--- src/rtl/la_capture_pkg.sv ---
// la_capture_pkg
//   Shared definitions for the logic-analyser capture engine:
//   - state_e     : capture FSM states
//   - trig_mode_t : trigger mode encoding (TRIG_LEVEL/RISE/CHANGE/NOW)
package la_capture_pkg;

    typedef enum logic [2:0] {
        ST_IDLE  = 3'd0,
        ST_FILL  = 3'd1,
        ST_ARMED = 3'd2,
        ST_POST  = 3'd3,
        ST_DONE  = 3'd4
    } state_e;

    typedef logic [1:0] trig_mode_t;

    localparam trig_mode_t TRIG_LEVEL  = 2'd0;  // masked equality
    localparam trig_mode_t TRIG_RISE   = 2'd1;  // transition into masked equality
    localparam trig_mode_t TRIG_CHANGE = 2'd2;  // any change on masked bits
    localparam trig_mode_t TRIG_NOW    = 2'd3;  // first armed sample

endpackage

--- src/rtl/la_capture_ram.sv ---
// la_capture_ram
//   Simple dual-port sample buffer: one write port, one registered read
//   port, no reset so it maps onto block RAM.
//   Ports:
//     clk    - clock
//     we     - write enable
//     waddr  - write address
//     wdata  - write data
//     raddr  - read address
//     rdata  - mem[raddr], one cycle after raddr is presented
module la_capture_ram #(
    parameter int DATA_W = 16,
    parameter int ADDR_W = 8
) (
    input  logic              clk,
    input  logic              we,
    input  logic [ADDR_W-1:0] waddr,
    input  logic [DATA_W-1:0] wdata,
    input  logic [ADDR_W-1:0] raddr,
    output logic [DATA_W-1:0] rdata
);

    logic [DATA_W-1:0] mem [2**ADDR_W];
    logic [DATA_W-1:0] rdata_q;

    always_ff @(posedge clk) begin
        if (we) begin
            mem[waddr] <= wdata;
        end
        rdata_q <= mem[raddr];
    end

    assign rdata = rdata_q;

endmodule

--- src/rtl/la_capture_core.sv ---
// la_capture_core
//   Capture engine: pre-trigger fill, masked trigger compare (level, rise,
//   change, immediate), post-trigger fill, and readback of the circular
//   buffer.
//   Ports:
//     clk, rst                  - clock, synchronous active-high reset
//     run, abort                - start capture / return to IDLE
//     cqual                     - sample qualifier
//     data_in                   - probe data
//     trig_mask/value/mode      - trigger configuration (latched on run)
//     pre_count                 - samples kept before the trigger (latched)
//     armed, triggered, done    - registered status flags
//     trig_addr, start_addr     - trigger sample / oldest sample address
//     rd_addr, rd_data          - readback port, one-cycle latency
module la_capture_core
    import la_capture_pkg::*;
#(
    parameter int DATA_W = 16,
    parameter int ADDR_W = 8
) (
    input  logic              clk,
    input  logic              rst,
    input  logic              run,
    input  logic              abort,
    input  logic              cqual,
    input  logic [DATA_W-1:0] data_in,
    input  logic [DATA_W-1:0] trig_mask,
    input  logic [DATA_W-1:0] trig_value,
    input  logic [1:0]        trig_mode,
    input  logic [ADDR_W-1:0] pre_count,
    output logic              armed,
    output logic              triggered,
    output logic              done,
    output logic [ADDR_W-1:0] trig_addr,
    output logic [ADDR_W-1:0] start_addr,
    input  logic [ADDR_W-1:0] rd_addr,
    output logic [DATA_W-1:0] rd_data
);

    localparam logic [ADDR_W-1:0] ONE = ADDR_W'(1);

    function automatic logic masked_eq(input logic [DATA_W-1:0] a,
                                       input logic [DATA_W-1:0] b,
                                       input logic [DATA_W-1:0] mask);
        return ((a ^ b) & mask) == '0;
    endfunction

    state_e            state_q, state_d;
    logic [DATA_W-1:0] mask_q, mask_d;
    logic [DATA_W-1:0] value_q, value_d;
    trig_mode_t        mode_q, mode_d;
    logic [ADDR_W-1:0] pre_q, pre_d;
    logic [ADDR_W-1:0] wr_ptr_q, wr_ptr_d;
    logic [ADDR_W-1:0] fill_q, fill_d;
    logic [ADDR_W-1:0] post_q, post_d;
    logic [DATA_W-1:0] prev_q, prev_d;
    logic              prev_m_q, prev_m_d;
    logic              prev_valid_q, prev_valid_d;
    logic              armed_q, armed_d;
    logic              triggered_q, triggered_d;
    logic              done_q, done_d;
    logic [ADDR_W-1:0] trig_addr_q, trig_addr_d;
    logic [ADDR_W-1:0] start_addr_q, start_addr_d;
    logic              rd_en_q, rd_en_d;

    logic              start;
    logic              we;
    logic              cur_m;
    logic              hit_cond;
    logic              hit;
    logic [DATA_W-1:0] ram_rdata;

    // run is only honoured from IDLE/DONE, and abort always wins
    assign start = run && !abort && (state_q == ST_IDLE || state_q == ST_DONE);
    assign we    = cqual && !abort &&
                   (state_q == ST_FILL || state_q == ST_ARMED || state_q == ST_POST);

    // Trigger compare on the incoming sample against latched configuration
    always_comb begin
        cur_m = masked_eq(data_in, value_q, mask_q);
        case (mode_q)
            TRIG_LEVEL:  hit_cond = cur_m;
            TRIG_RISE:   hit_cond = cur_m && prev_valid_q && !prev_m_q;
            TRIG_CHANGE: hit_cond = prev_valid_q && !masked_eq(data_in, prev_q, mask_q);
            default:     hit_cond = 1'b1;
        endcase
        hit = we && (state_q == ST_ARMED) && hit_cond;
    end

    // Next-state logic
    always_comb begin
        state_d = state_q;
        if (abort) begin
            state_d = ST_IDLE;
        end else begin
            case (state_q)
                ST_IDLE, ST_DONE: begin
                    if (run) state_d = (pre_count == '0) ? ST_ARMED : ST_FILL;
                end
                ST_FILL: begin
                    if (we && (fill_q + ONE) == pre_q) state_d = ST_ARMED;
                end
                ST_ARMED: begin
                    // ~pre_q is DEPTH-1-pre_count: the post-trigger sample count
                    if (hit) state_d = (~pre_q == '0) ? ST_DONE : ST_POST;
                end
                ST_POST: begin
                    if (we && post_q == ONE) state_d = ST_DONE;
                end
                default: state_d = ST_IDLE;
            endcase
        end
    end

    // Datapath and registered flag outputs
    always_comb begin
        mask_d       = mask_q;
        value_d      = value_q;
        mode_d       = mode_q;
        pre_d        = pre_q;
        wr_ptr_d     = wr_ptr_q;
        fill_d       = fill_q;
        post_d       = post_q;
        prev_d       = prev_q;
        prev_m_d     = prev_m_q;
        prev_valid_d = prev_valid_q;
        trig_addr_d  = trig_addr_q;
        start_addr_d = start_addr_q;
        rd_en_d      = 1'b1;

        if (start) begin
            mask_d       = trig_mask;
            value_d      = trig_value;
            mode_d       = trig_mode;
            pre_d        = pre_count;
            wr_ptr_d     = '0;
            fill_d       = '0;
            prev_valid_d = 1'b0;
        end

        if (we) begin
            wr_ptr_d     = wr_ptr_q + ONE;
            prev_d       = data_in;
            prev_m_d     = cur_m;
            prev_valid_d = 1'b1;
            if (state_q == ST_FILL) fill_d = fill_q + ONE;
            if (state_q == ST_POST) post_d = post_q - ONE;
        end

        if (hit) begin
            trig_addr_d  = wr_ptr_q;
            start_addr_d = wr_ptr_q - pre_q;
            post_d       = ~pre_q;
        end

        armed_d     = (state_d == ST_ARMED);
        triggered_d = (state_d == ST_POST) || (state_d == ST_DONE);
        done_d      = (state_d == ST_DONE);
    end

    // Control registers
    always_ff @(posedge clk) begin
        if (rst) begin
            state_q      <= ST_IDLE;
            armed_q      <= 1'b0;
            triggered_q  <= 1'b0;
            done_q       <= 1'b0;
            trig_addr_q  <= '0;
            start_addr_q <= '0;
            prev_valid_q <= 1'b0;
            rd_en_q      <= 1'b0;
        end else begin
            state_q      <= state_d;
            armed_q      <= armed_d;
            triggered_q  <= triggered_d;
            done_q       <= done_d;
            trig_addr_q  <= trig_addr_d;
            start_addr_q <= start_addr_d;
            prev_valid_q <= prev_valid_d;
            rd_en_q      <= rd_en_d;
        end
    end

    // Data registers, always loaded on run before use
    always_ff @(posedge clk) begin
        mask_q   <= mask_d;
        value_q  <= value_d;
        mode_q   <= mode_d;
        pre_q    <= pre_d;
        wr_ptr_q <= wr_ptr_d;
        fill_q   <= fill_d;
        post_q   <= post_d;
        prev_q   <= prev_d;
        prev_m_q <= prev_m_d;
    end

    la_capture_ram #(
        .DATA_W(DATA_W),
        .ADDR_W(ADDR_W)
    ) u_ram (
        .clk   (clk),
        .we    (we),
        .waddr (wr_ptr_q),
        .wdata (data_in),
        .raddr (rd_addr),
        .rdata (ram_rdata)
    );

    assign armed      = armed_q;
    assign triggered  = triggered_q;
    assign done       = done_q;
    assign trig_addr  = trig_addr_q;
    assign start_addr = start_addr_q;
    // RAM output is not reset; hold rd_data at zero until reset is released
    assign rd_data    = rd_en_q ? ram_rdata : '0;

endmodule

--- config.mk ---
export PLATFORM = sky130hd
export DESIGN_NAME = la_capture_core
export DESIGN_NICKNAME = d
export VERILOG_FILES = /design/src/rtl/la_capture_pkg.sv /design/src/rtl/la_capture_ram.sv /design/src/rtl/la_capture_core.sv
export SDC_FILE = /design/constraint.sdc
export NUM_CORES = 2
export LEC_CHECK = 0
export CAP_MARGIN = 20
export CORE_ASPECT_RATIO = 1.2
export CORE_UTILIZATION = 63
export CTS_CLUSTER_SIZE = 30
export DETAILED_ROUTE_END_ITERATION = 10
export PLACE_DENSITY = 0.79
export SYNTH_ARGS = -nofsm -noshare
export SYNTH_HDL_FRONTEND = slang
export SYNTH_HIERARCHICAL = 1
export SYNTH_SLANG_ARGS = --single-unit
--- constraint.sdc ---
create_clock -name clk -period 3.85 [get_ports clk]
set_input_delay 0.77 -clock clk [delete_from_list [all_inputs] [get_ports clk]]
set_output_delay 0.77 -clock clk [all_outputs]
set_load 0.005 [all_outputs]
======== Word level (Yosys, flattened, before mapping) ========
Memory sizes are Yosys's and may differ from the RTL's. A register that Yosys moved wholly into a read port is not among the register bits.
Cells that the tools add are included.
storage, ports and cells
  register bits ........................... 107
  memory bits (writable) .................. 4096
  input port bits ......................... 71
  output and inout port bits .............. 35
  word-level logic and storage cells ...... 90
  memories kept ........................... 1
memory list
  name       words  bits a word  rd ports  clocked after memory_dff  write ports  RTL line              source
  u_ram.mem  256    16           1         1                         1            la_capture_ram.sv:23  logic [DATA_W-1:0] mem [2**ADDR_W];
cells by class
  add/sub/neg operators ................... 4
  eq/ne operators ......................... 11
  mux-type cells .......................... 23
  bitwise gates (word level) .............. 5
  reduce and logical (&&, ||, !) cells .... 29
operators with widths
  operator                                                               number
  8-bit two-way mux                                                      8
  16-bit bitwise AND                                                     2
  16-bit zero test                                                       2
  16-bit XOR                                                             2
  3-bit two-way mux                                                      6
  8-bit by 1-bit adder with 8-bit output, second input constant          2
  8-bit zero test                                                        2
  16-bit two-way mux                                                     1
  3-bit by 2-bit equality test with 1-bit output, second input constant  4
  3-bit case mux with 4 select lines                                     1
  1-bit logical AND                                                      11
  8-bit by 1-bit equality test with 1-bit output, second input constant  1
  8-bit equality test                                                    1
  8-bit NOT                                                              1
  8-bit by 1-bit subtractor with 8-bit output, second input constant     1
  8-bit subtractor                                                       1
  3-bit equality test, second input constant                             2
  2-bit nonzero test                                                     3
  1-bit two-way mux                                                      5
  1-bit logical OR                                                       4
  3-bit by 1-bit equality test with 1-bit output, second input constant  1
  1-bit zero test                                                        3
  3-bit zero test                                                        1
  1-bit case mux with 3 select lines                                     1
  other kinds (6)                                                        6

======== Longest topological paths before layout ========
  depth in word-level cells ............... 12
  gate-level depth with buffers ........... 12
  mapped depth without buffers ............ 11

======== Cells and area by module ========
The synthesis kept the hierarchy.
by module, submodules not included
  module           instances  cells each  area each (um2)  seq. area each (um2)
  la_capture_ram   1          7360        158714.7         123318.3
  la_capture_core  1          428         5013.6           2892.8

======== Worst setup path before layout ========
Ideal clock, no wire load.
  path type ............................... input-to-reg
  from .................................... input port abort
  to ...................................... memory u_ram.mem[234][0] (enable)
  setup time .............................. 0.388 ns
  data arrival time ....................... 3.205 ns
  data required time ...................... 3.462 ns
  path slack .............................. 0.256 ns
  stages on the path ...................... 8
  buffers on the path ..................... 3
  cell sequence ........................... nand2b_4 or3_1 inv_2 clkbuf_1 clkbuf_1 nand3_1 clkbuf_1 nor2_1
between the ends
  word-level cells in the longest chain between the ends .. 5
ends and longest elaborated chain
  element                                  RTL line               source
  start: declaration                       la_capture_core.sv:24  input logic abort,
  1-bit zero test                          la_capture_core.sv:75  assign we = cqual && !abort &&
  1-bit logical AND (2 in series)          la_capture_core.sv:75
  1-bit two-way mux                        la_capture_ram.sv:27   if (we) begin
  1-bit two-way mux (implied by the code)  la_capture_ram.sv:28   mem[waddr] <= wdata;
  end: declaration                         la_capture_ram.sv:23
No other way between the ends.

======== Final worst setup path ========
  from .................................... register rd_en_q
  to ...................................... output port rd_data[1]
between the ends
  word-level cells in the longest chain between the ends .. 1
ends and longest elaborated chain
  element                   RTL line                source
  start: declaration        la_capture_core.sv:64   logic rd_en_q, rd_en_d;
  start signal: assignment  la_capture_core.sv:180  rd_en_q <= rd_en_d;
  16-bit two-way mux        la_capture_core.sv:215  assign rd_data = rd_en_q ? ram_rdata : '0;
  end: declaration          la_capture_core.sv:37   output logic [DATA_W-1:0] rd_data
No other way between the ends.

==> impl_table.tex <==
\begin{tabular}{lr}
\hline
Metric & Value \\
\hline
\multicolumn{2}{l}{\textbf{Status}} \\
Run status & complete, no violations \\
\multicolumn{2}{l}{\textbf{Synthesis}} \\
Syn Area/Cell & between 20 and 25 µm² \\
EDFF count, synth & 4171 \\
Post-synth ARST share & 0\% \\
Cell type with the largest total area after synthesis & edfxtp\_1 \\
Cell with the most instances after synthesis & edfxtp\_1 \\
Number of different library cells in the post-synthesis netlist & 71 \\
Top cells by area, synth & edfxtp\_1 (76\%), mux4\_2 (11\%), mux2i\_1 (3.6\%) \\
Number of standard cells after synthesis & 7788 \\
Cell Area, Synth & around 160000 µm² \\
Number of nets produced by synthesis & 7871 \\
Sequential area share after synthesis & 77.1\% \\
Synthesis Warnings & 6 \\
Ys flop type & edfxtp\_1 \\
Synthesis-stage register bit count & 4219 \\
Share of Yosys cell area claimed by the top area cell type & 76.5\% \\
Synth top cells by count & edfxtp\_1 (4171), mux4\_2 (797), mux2i\_1 (583) \\
\multicolumn{2}{l}{\textbf{Drt}} \\
Detailed router's first-iteration violation count & 14210 \\
Antenna-violating nets left & 0 \\
Post-Route WL & 449000 µm \\
Via count & 87538 \\
First-pass DRT Iterations & 7 \\
Number of vias per cell after detailed routing & 7.15 \\
Routed wirelength normalized by instance count & 36.7 µm \\
Final routed DRC violation total & 0 \\
\multicolumn{2}{l}{\textbf{STA}} \\
Number of hold violations in the final report & 0 \\
Total setup violations reported at the end of the flow & 0 \\
Worst max-slew margin expressed relative to the limit & around a tenth \\
Time the final worst path needs with I/O delays and setup & 3.60 ns \\
Skew final & 0.0758 ns \\
Part of the cycle the worst path needs & between 90 and 100\% \\
Min setup slack post-route & 0.251 ns \\
Fin. max-slew vios & 0 \\
Setup repair after global routing missed its margin & false \\
Worst Tran Pin Value & 1.35 ns \\
Achievable Freq & 0.278 GHz \\
\multicolumn{2}{l}{\textbf{Clock tree}} \\
Worst-skew pair later-pin latency & 0.94 ns \\
Count of hold buffers inserted by post-cts repair & 0 \\
H-Tree Depth & 5 \\
Root cell of the clock tree & clkbuf\_16 \\
CTS clk-pin slew, worst paths & 0.06 ns \\
Total clock buffers created by CTS & around 390 \\
CTS Buffer Depth & 4 \\
Number of clock sinks & 4219 \\
CTS tree & built \\
\multicolumn{2}{l}{\textbf{Worst setup path}} \\
CP required & 3.08 ns \\
Sum of buffers and inverters on the critical path & 1 \\
Worst setup slack for register-to-register paths & 0.71 ns \\
Critical path launch point type & flop \\
Startpoint of the worst register-to-register path & state\_q[1] \\
Max FO, Critical Path & 16 \\
CP Data Arrival Time & 2.83 ns \\
Worst setup EP type & primary output \\
Cell at the slowest stage of the critical path & dfxtp\_2 \\
Reg2Reg Depth & 7 \\
Kind of critical path & reg -> out \\
Endpoint of the most critical register-to-register path & u\_ram/mem[119][9] \\
Top delay family on crit path & flip-flops \\
Largest stage delay on the critical path & 0.65 ns \\
Ordered cell list for the critical path & and2\_1 > clkdlybuf4s50\_1 \\
\multicolumn{2}{l}{\textbf{Power}} \\
Cell leakage power & 59.7 nW \\
Power per standard cell area & approximately 500 nW/µm² \\
Maximum VDD drop & 0.000441 V \\
\multicolumn{2}{l}{\textbf{Min path}} \\
HP Class & in -> reg \\
Cell depth of the worst min-delay path & 1 \\
Hold\_sp & data\_in[4] \\
WHS Endpoint & u\_ram/mem[142][4] \\
\multicolumn{2}{l}{\textbf{Floorplan}} \\
Top-level I/O count & 106 \\
Die footprint & 262000 µm² \\
Row count & between 200 and 250 \\
Die Height & 560 µm \\
Initial core utilization & 63.5\% \\
Core area & 258000 µm² \\
Die Wd & 467 µm \\
\multicolumn{2}{l}{\textbf{Cells and area}} \\
Final core utilization & 71.9\% \\
Footprint of the multi-input gates & 34800 µm² \\
Fill cells & roughly 14000 \\
Sequential cell area & 126000 µm² \\
Final net count & 8604 \\
Layout cells sized above 1 & 24.8\% \\
Layout Area Growth over Synthesis & 13.1\% \\
\multicolumn{2}{l}{\textbf{Run}} \\
Number of maximum-capacitance constraint violations & 0 \\
\multicolumn{2}{l}{\textbf{Place}} \\
Gpl congestion & between 0.9 and 1 \\
HPWL reported at the end of detailed placement & 265000 µm \\
Total of buffers placed on input and output ports & around 110 \\
Worst slack after detailed placement & -0.345 ns \\
\multicolumn{2}{l}{\textbf{Global route}} \\
Total grt overflow & 0 \\
First-pass GRT wire length & 633000 µm \\
Antenna violations before repair & 21 \\
Largest net degree at the start of global routing & 232 \\
Number of global-route vias before repair & 87223 \\
Total track usage & 34.4\% \\
\hline
\end{tabular}
[area by class of cell]
class,count,share of cell area [%]
clock inverters,225,1.21
multi-input cells,3079,18.8
clock buffers,472,5.46
repair buffers,809,4.04
inverters,26,0.0594
diodes,18,0.0243
well taps,3399,2.30
flip-flops and latches,4219,68.1
[power breakdown]
group,internal (W),switching [W]
Sequential,0.0505,0.000101
Combinational,0.00180,0.00319
Clock,0.0214,0.0166
[cells in the final DEF (no fill, tap or decap), types with 16 or more instances in the layout]
cell,synthesis,final
o21ai_0,54,54
a22o_1,33,33
buf_8,11,17
clkbuf_16,0,391
clkinvlp_4,0,16
o31ai_1,18,18
clkbuf_1,236,79
inv_1,24,22
mux2_2,88,88
edfxtp_1,4171,4171
clkdlybuf4s50_1,0,84
dfxtp_1,48,47
nor2_1,352,337
clkinv_2,0,63
and2_1,19,19
buf_12,5,84
nand2_1,54,54
clkinv_1,0,86
nand3_1,43,39
o32ai_1,20,20
nand4_1,34,34
mux4_2,797,797
bufinv_16,0,40
xor2_1,43,43
o221ai_1,252,252
buf_4,27,621
o22ai_1,149,149
xnor2_1,16,16
a211oi_1,21,21
diode_2,0,18
a221oi_1,28,28
mux2i_1,583,583
nor3_1,95,93
a21oi_1,188,188
nor4_1,21,21
a22oi_1,59,59
[cell families (layout without fill, tap and decap cells)]
kind of cell | count (synthesis) | count (layout) | synth area share, %
AOI/OAI and AO/OA | 855 | 855 | 3.71
xor gates and xnor gates | 59 | 59 | 0.316
buffers and inverters | 490 | 1532 | 1.73
muxes | 1468 | 1468 | 15.1
other | 0 | 18 | 0
DFF | 4219 | 4219 | 77.1
adders and majority gates | 12 | 12 | 0.0963
and+or+nand+nor | 685 | 685 | 1.93
[state kept, by name, indices dropped and copies added, names as in the netlist, 2 cells and up]
| register | count |
|---|---|
| state_q | 3 |
| mask_q | 16 |
| wr_ptr_q | 8 |
| value_q | 16 |
| prev_q | 16 |
| fill_q | 8 |
| post_q | 8 |
| start_addr | 8 |
| u_ram/mem | 4096 |
| u_ram/rdata | 16 |
| trig_addr | 8 |
| pre_q | 8 |
| mode_q | 2 |
[worst max path at each step]
| stage | from | end | slack (ns) | depth (start not counted) |
|---|---|---|---|---|
| after floorplan | abort | u_ram/mem[234][0] | 0.26 | 8 |
| after global placement | rd_addr[0] | u_ram/rdata[2] | -0.32 | 9 |
| after detailed placement | rd_addr[0] | u_ram/rdata[2] | -0.34 | 9 |
| after CTS | rd_en_q | rd_data[1] | 0.23 | 2 |
| after global routing | rd_en_q | rd_data[1] | 0.29 | 2 |
| final | rd_en_q | rd_data[1] | 0.25 | 2 |
[repair_timing]
item                       4_1_cts  5_1_grt
setup endpoints to repair        2        0
resized for setup                1        0
setup buffers                    0        0
[metal layers]
| layer | vias to the layer above | global-route usage, % | wire length [µm] | part of all wire (%) |
|---|---|---|---|---|
| met5 | - | 0.0730 | 170 | 0.038 |
| met4 | 20 | 22.1 | 34700 | 7.7 |
| met3 | 1415 | 7.70 | 56800 | 13 |
| met2 | 7375 | 53.4 | 213000 | 47 |
| met1 | 44447 | 44.2 | 144000 | 32 |
| li1 | 34281 | - | - | - |
[through the flow]
stage / total power (W) / hold WS (ns) / TNS, ns / instance area (µm²) / instances
2_1_floorplan: 0.0540 / 0.457 / 0 / 164000 / 7788
3_5_place_dp: 0.0564 / 0.487 / -1.15 / 173000 / 11531
3_3_place_gp: 0.0563 / 0.484 / -0.779 / 173000 / 11531
5_1_grt: 0.0955 / 0.100 / 0 / 185000 / 12231
4_1_cts: 0.0937 / 0.0702 / 0 / 185000 / 12228
6_report: 0.0936 / 0.115 / 0 / 185000 / 12247
No activity file was read; power rests on OpenSTA's default activity.
